## src/rtl/dmem_arb_pkg.sv

```systemverilog
// dmem_arb_pkg: shared definitions for the data-memory arbiter.
// Holds the FSM state encoding, the port-index constants and the
// default data-memory size.
package dmem_arb_pkg;

   // Default data memory size in bytes
   localparam int unsigned MEM_BYTES_DEF = 32'd32;

   // Port indices: port 0 is the CPU, port 1 is the DMA engine
   localparam logic PORT0 = 1'b0;
   localparam logic PORT1 = 1'b1;

   // FSM state encoding (plain constants for legacy tool compatibility)
   typedef logic [1:0] state_t;
   localparam state_t ST_IDLE   = 2'd0;
   localparam state_t ST_ACCESS = 2'd1;
   localparam state_t ST_RESP   = 2'd2;

endpackage : dmem_arb_pkg

```

## src/rtl/dmem_arb_pick.sv

```systemverilog
// dmem_arb_pick: tie-break for the two requesters.
// A lone request always wins. On a tie the port that was NOT granted last
// wins; tying last_grant_i to PORT1 turns this into fixed port-0 priority.
module dmem_arb_pick
   import dmem_arb_pkg::*;
(
   input  logic req0_i,
   input  logic req1_i,
   input  logic last_grant_i,
   output logic grant_o
);

   // Select the winning port index from the current requests
   always_comb begin
      grant_o = PORT0;
      if (req0_i && req1_i) begin
         if (last_grant_i == PORT1) begin
            grant_o = PORT0;
         end else begin
            grant_o = PORT1;
         end
      end else if (req1_i) begin
         grant_o = PORT1;
      end else begin
         grant_o = PORT0;
      end
   end

endmodule : dmem_arb_pick

```

## src/rtl/dmem_arbiter.sv

```systemverilog
// dmem_arbiter: two-port (CPU / DMA) arbiter in front of a single-port
// word-wide data memory. Each access takes IDLE -> ACCESS -> RESP, so a
// request sampled in IDLE is acknowledged two cycles later.
// Optional build macro: DMEM_ARB_RR_EN -- when defined, ties alternate
// between ports (port 0 first after reset); otherwise port 0 always wins.
module dmem_arbiter
   import dmem_arb_pkg::*;
#(
   parameter int unsigned MEM_BYTES = MEM_BYTES_DEF,
   parameter int unsigned AW        = 32'd32
) (
   input  logic          clk_i,
   input  logic          rst_i,
   input  logic          req0_i,
   input  logic          req1_i,
   input  logic          we0_i,
   input  logic          we1_i,
   input  logic [AW-1:0] addr0_i,
   input  logic [AW-1:0] addr1_i,
   input  logic [31:0]   wdata0_i,
   input  logic [31:0]   wdata1_i,
   output logic          ack0_o,
   output logic          ack1_o,
   output logic          err0_o,
   output logic          err1_o,
   output logic [31:0]   rdata_o,
   output logic [31:0]   mem_addr_o,
   output logic [31:0]   mem_data_o,
   output logic          mem_read_o,
   output logic          mem_write_o,
   input  logic [31:0]   mem_data_i
);

   // Highest word-aligned address that still lies inside the memory
   localparam logic [AW-1:0] MAX_ADDR_C = AW'(MEM_BYTES - 32'd4);

   state_t        state_r;
   state_t        state_nxt_s;
   logic          any_req_s;
   logic          grant_s;
   logic          grant_en_s;
   logic          last_grant_s;
   logic          sel_we_s;
   logic [AW-1:0] sel_addr_s;
   logic [31:0]   sel_wdata_s;
   logic          legal_s;

   // Latched transaction attributes for the ACCESS/RESP cycles
   logic          port_r;
   logic          we_r;
   logic          legal_r;

   // Registered outputs
   logic          ack0_r;
   logic          ack1_r;
   logic          err0_r;
   logic          err1_r;
   logic [31:0]   rdata_r;
   logic [31:0]   mem_addr_r;
   logic [31:0]   mem_data_r;
   logic          mem_read_r;
   logic          mem_write_r;

   assign any_req_s  = req0_i | req1_i;
   assign grant_en_s = (state_r == ST_IDLE) && any_req_s;

`ifdef DMEM_ARB_RR_EN
   logic last_grant_r;

   // Remember which port won the most recent grant for round-robin ties
   always_ff @(posedge clk_i or posedge rst_i) begin
      if (rst_i) begin
         last_grant_r <= PORT1;
      end else if (grant_en_s) begin
         last_grant_r <= grant_s;
      end else begin
         last_grant_r <= last_grant_r;
      end
   end

   assign last_grant_s = last_grant_r;
`else
   // Pretending port 1 was always last makes port 0 win every tie
   assign last_grant_s = PORT1;
`endif

   dmem_arb_pick u_pick (
      .req0_i       (req0_i),
      .req1_i       (req1_i),
      .last_grant_i (last_grant_s),
      .grant_o      (grant_s)
   );

   // Route the winning port's fields to the shared request path
   always_comb begin
      sel_we_s    = 1'b0;
      sel_addr_s  = '0;
      sel_wdata_s = 32'd0;
      if (grant_s == PORT1) begin
         sel_we_s    = we1_i;
         sel_addr_s  = addr1_i;
         sel_wdata_s = wdata1_i;
      end else begin
         sel_we_s    = we0_i;
         sel_addr_s  = addr0_i;
         sel_wdata_s = wdata0_i;
      end
   end

   // Word-aligned and fully inside the memory
   assign legal_s = (sel_addr_s[1:0] == 2'b00) && (sel_addr_s <= MAX_ADDR_C);

   // Next-state logic: one cycle each in ACCESS and RESP
   always_comb begin
      state_nxt_s = state_r;
      case (state_r)
         ST_IDLE: begin
            if (any_req_s) begin
               state_nxt_s = ST_ACCESS;
            end else begin
               state_nxt_s = ST_IDLE;
            end
         end
         ST_ACCESS: state_nxt_s = ST_RESP;
         ST_RESP:   state_nxt_s = ST_IDLE;
         default:   state_nxt_s = ST_IDLE;
      endcase
   end

   // State register
   always_ff @(posedge clk_i or posedge rst_i) begin
      if (rst_i) begin
         state_r <= ST_IDLE;
      end else begin
         state_r <= state_nxt_s;
      end
   end

   // Latch the winner's port, direction and legality at grant time
   always_ff @(posedge clk_i or posedge rst_i) begin
      if (rst_i) begin
         port_r  <= PORT0;
         we_r    <= 1'b0;
         legal_r <= 1'b0;
      end else if (grant_en_s) begin
         port_r  <= grant_s;
         we_r    <= sel_we_s;
         legal_r <= legal_s;
      end else begin
         port_r  <= port_r;
         we_r    <= we_r;
         legal_r <= legal_r;
      end
   end

   // Memory interface: strobes live for exactly the ACCESS cycle, address
   // and data hold their last values in between. Async reset drops the
   // strobes at once, so an interrupted store never reaches the memory.
   always_ff @(posedge clk_i or posedge rst_i) begin
      if (rst_i) begin
         mem_read_r  <= 1'b0;
         mem_write_r <= 1'b0;
         mem_addr_r  <= 32'd0;
         mem_data_r  <= 32'd0;
      end else if (grant_en_s) begin
         mem_read_r  <= legal_s && !sel_we_s;
         mem_write_r <= legal_s && sel_we_s;
         mem_addr_r  <= 32'(sel_addr_s);
         if (legal_s && sel_we_s) begin
            mem_data_r <= sel_wdata_s;
         end else begin
            mem_data_r <= mem_data_r;
         end
      end else begin
         mem_read_r  <= 1'b0;
         mem_write_r <= 1'b0;
         mem_addr_r  <= mem_addr_r;
         mem_data_r  <= mem_data_r;
      end
   end

   // Response: capture load data at the end of ACCESS, pulse ack in RESP
   always_ff @(posedge clk_i or posedge rst_i) begin
      if (rst_i) begin
         ack0_r  <= 1'b0;
         ack1_r  <= 1'b0;
         err0_r  <= 1'b0;
         err1_r  <= 1'b0;
         rdata_r <= 32'd0;
      end else if (state_r == ST_ACCESS) begin
         ack0_r <= (port_r == PORT0);
         ack1_r <= (port_r == PORT1);
         err0_r <= (port_r == PORT0) && !legal_r;
         err1_r <= (port_r == PORT1) && !legal_r;
         if (legal_r && !we_r) begin
            rdata_r <= mem_data_i;
         end else begin
            rdata_r <= 32'd0;
         end
      end else begin
         ack0_r  <= 1'b0;
         ack1_r  <= 1'b0;
         err0_r  <= 1'b0;
         err1_r  <= 1'b0;
         rdata_r <= rdata_r;
      end
   end

   assign ack0_o      = ack0_r;
   assign ack1_o      = ack1_r;
   assign err0_o      = err0_r;
   assign err1_o      = err1_r;
   assign rdata_o     = rdata_r;
   assign mem_addr_o  = mem_addr_r;
   assign mem_data_o  = mem_data_r;
   assign mem_read_o  = mem_read_r;
   assign mem_write_o = mem_write_r;

endmodule : dmem_arbiter

```

## config.mk

```make
export PLATFORM = sky130hd
export DESIGN_NAME = dmem_arbiter
export DESIGN_NICKNAME = d
export VERILOG_FILES = /design/src/rtl/dmem_arb_pkg.sv /design/src/rtl/dmem_arb_pick.sv /design/src/rtl/dmem_arbiter.sv
export SDC_FILE = /design/constraint.sdc
export NUM_CORES = 1
export LEC_CHECK = 0
export CAP_MARGIN = 20
export CORE_ASPECT_RATIO = 1.1
export CORE_MARGIN = 8
export CORE_UTILIZATION = 42
export CTS_CLUSTER_DIAMETER = 100
export DETAILED_ROUTE_END_ITERATION = 12
export MAX_ROUTING_LAYER = met4
export PLACE_DENSITY = 0.88
export SLEW_MARGIN = 20
export SYNTH_ARGS = -nofsm -noshare
export SYNTH_HDL_FRONTEND = slang
export SYNTH_SLANG_ARGS = --single-unit
export TNS_END_PERCENT = 1
```

## constraint.sdc

```tcl
create_clock -name clk_i -period 9.5 [get_ports clk_i]
set_input_delay 2.85 -clock clk_i [delete_from_list [all_inputs] [get_ports clk_i]]
set_output_delay 2.85 -clock clk_i [all_outputs]
set_load 0.05 [all_outputs]
```

==> results.md <==
- Outcome: complete, no violations
- GRT overflow: 0
- Setup ws final: 3.891 ns
- Num rows: 41
- Data arrival, critical path: 5.83 ns
- Layout overhead on the synthesized area: 64.45%
- Synth area leaders: dfrtp_1 (56%), mux2_4 (9.1%), mux2_2 (8.7%)
- Post-Syn Nets: 536
- Clk Latency, worst-skew pair: 0.35 ns
- CP max FO: 67
- CP endpoint: mem_data_o[13]
- RSZ-0062 raised after global routing: no
- Post-synthesis sequential area ratio: 55.69%
- # Post-CTS Setup Buffers: 0
- Leak pwr: 3.595 nW
- Synth area leader: dfrtp_1
- Initial Utilization: 42.41%
- Worst clock skew: 0.01061 ns
- Worst R2R End: mem_data_o[13]
- Critical path's largest stage delay: 0.86 ns
- Post-CTS Hold Buffers: 0
- Minimum clock period: 5.609 ns
- Initial antenna violation count: 1
- Nets: 794
- Number of global-route vias before repair: 4471
- Setup tns final: 0 ns
- Worst path cell trace: clkdlybuf4s50_1 > nand2b_4 > nand3_1 > o21ai_1 > nand3_4 > mux2_4
- Buf+Inv Stages, Crit Path: 1
- Synth unique cells: 25
- Post-Synthesis Cells: 370
- Sink Count: 107
- Setup slack after placement: 3.532 ns
- Rel. slew slack: 30.57%
- Power Density: 211.3 nW/um^2
- Clk slew on worst S/H paths: 0.07 ns
- Final setup fails: 0
- Post_cts resized: 0
- Remaining DRCs: 0
- R2R setup slack: 7.08 ns
- Initial detailed-routing violation count: 143
- R2R depth: 5
- DR WL/cell: 20.22 um
- CP endpoint kind: register
- Clk buf depth: 2
- Die X: 118.0 um
- Worst-Margin Slew: 1.042 ns
- Crit. path cell count: 6
- Critical path launch point: req0_i
- Dpl hpwl: 12240 um
- Fin. Hold Viols: 0
- First-pass DRT Iterations: 4
- Largest net degree at the start of global routing: 68
- GRT Overall Usage: 21.21%
- Hold path cells: 2
- Gpl congestion: 0.8670
- Post-DRT Antenna Nets: 0
- IO Pins: 268
- Yosys reg bits: 107
- Share of cells above drive strength 1: 14.38%
- Global-route wire length before repair: 24470 um
- Drt total wl: 15850 um
- H-tree depth: 3
- TritonCTS Buffers: 9
- HP Start: mem_addr_o[24]
- Tcrit/Tclk final: 59.05%
- Root Buffer: clkbuf_16
- Slew Viols, Final: 0
- Crit Path Class: input pin to register
- Core ar.: 11340 um^2
- Vias: 3997
- CP top delay family: simple AND/OR/NAND/NOR gates
- Fmax: 178.3 MHz
- Yosys warnings: 0
- Top cell type's share of synthesized area: 55.69%
- CP max stage cell: nand2b_4
- Startpoint Class: input pin
- CTS tree: built
- Synthesized area: 4808 um^2
- Worst min-delay path category: register to register
- Syn_area_per_cell: 13.00 um^2
- Die height: 128.2 um
- IO buf count: 267
- Number of max-cap violations: 0
- DR vias/cell: 5.098
- VDD IR-drop max: 0.0002513 V
- FF-to-FF Start: state_r[0]
- CP Data Required Time: 9.72 ns
- Die area: 15130 um^2
-- cells in the final DEF, fill, tap and decap left out --
cell type	netlist	final
clkbuf_16	0	9
nand2_1	36	36
clkbuf_1	14	1
mux2_4	29	29
nor4b_1	1	1
a22o_1	32	32
nand2b_4	0	1
a21oi_1	2	2
dfrtp_1	107	107
o21ai_0	33	32
nor3b_2	0	1
nor2_1	5	5
nand4_1	3	3
nand3_4	1	1
nand3_1	1	1
clkinvlp_4	0	4
mux2_2	37	37
o22ai_2	1	1
buf_4	2	4
o21ai_1	1	1
inv_4	0	1
o2111ai_1	1	1
nand2b_1	2	1
o21ai_4	0	1
bufinv_16	0	2
nor4_1	12	12
clkdlybuf4s50_1	0	267
diode_2	0	1
mux2i_1	32	32
nor3_1	4	4
inv_1	5	4
-- synthesized netlist by cell type --
cell type,instances
a22o_1,32
nor4_1,12
nor2_1,5
nor4b_1,1
mux2_4,29
o21ai_1,1
o2111ai_1,1
o21ai_0,33
nand2b_1,2
nor3b_1,1
mux2i_1,32
buf_4,2
dfrtp_1,107
nor3_1,4
o22ai_2,1
nand2_1,36
buf_2,3
inv_1,5
buf_6,5
nand4_1,3
nand3_1,1
a21oi_1,2
nand3_4,1
mux2_2,37
clkbuf_1,14
-- sequential cells by signal, indices dropped and copies added, names as in the netlist, 2 cells and up --
signal / count
mem_addr_o: 32
rdata_o: 32
mem_data_o: 32
state_r: 2
-- final cells by class --
| class | instances | area, um^2 |
|---|---|---|
| clock inverters | 6 | 90.09 |
| multi-input cells | 234 | 1997 |
| well taps | 150 | 187.7 |
| fillers | 819 | 3430 |
| clock buffers | 10 | 229.0 |
| repair buffers | 271 | 2703 |
| inverters | 5 | 21.27 |
| flip-flops and latches | 107 | 2678 |
| diodes | 1 | 2.502 |
-- metal layers --
layer  track usage (%)  vias up  part of all wire [%]
met2             35.30      182                    50
met4             8.296        0                   2.4
li1                  -     1867                     -
met1             23.40     1919                    41
met3             6.784       29                   7.2
met5                 -        -                     0
-- cells by family (layout without fill, tap and decap cells) --
family	after synthesis	after routing	synth area share [%]
AOI/OAI and AO/OA	70	70	10.02
buffers and inverters	29	292	3.278
DFF	107	107	55.69
muxes	98	98	24.38
other	0	1	0
and+or+nand+nor	66	66	6.636
-- power breakdown --
group	total, W	switching [W]	internal, W
Clock	0.000400	0.000168	0.000231
Sequential	0.000583	0.0000445	0.000538
Combinational	0.000689	0.000447	0.000241
Total	0.00167	0.000660	0.00101
-- worst min-delay path, stage by stage (launching register included) --
cell     delay [ns]
dfrtp_1        0.35
nand2_1        0.04
o21ai_0        0.06
-- worst min path at each step --
stage                     endpoint  slack (ns)
global placement    mem_addr_o[26]        0.46
detailed placement   mem_addr_o[9]        0.47
floorplan                   err1_o        0.45
global route         mem_addr_o[9]        0.50
finish              mem_addr_o[24]        0.48
CTS                  mem_addr_o[9]        0.48
-- per-stage QoR --
step / utilization, % / cells / power, W / hold WS, ns / instance area, um^2
after floorplan: - / 370 / 0.001000 / 0.4471 / 4808
after global placement: 66.91 / 767 / 0.001269 / 0.4643 / 7586
after detailed placement: 66.91 / 767 / 0.001284 / 0.4694 / 7586
after CTS: 69.73 / 783 / 0.001687 / 0.4848 / 7905
after global routing: 69.75 / 784 / 0.001749 / 0.5043 / 7908
final: 69.75 / 784 / 0.001671 / 0.4823 / 7908
Note: power is estimated with default switching activity, not from simulation.
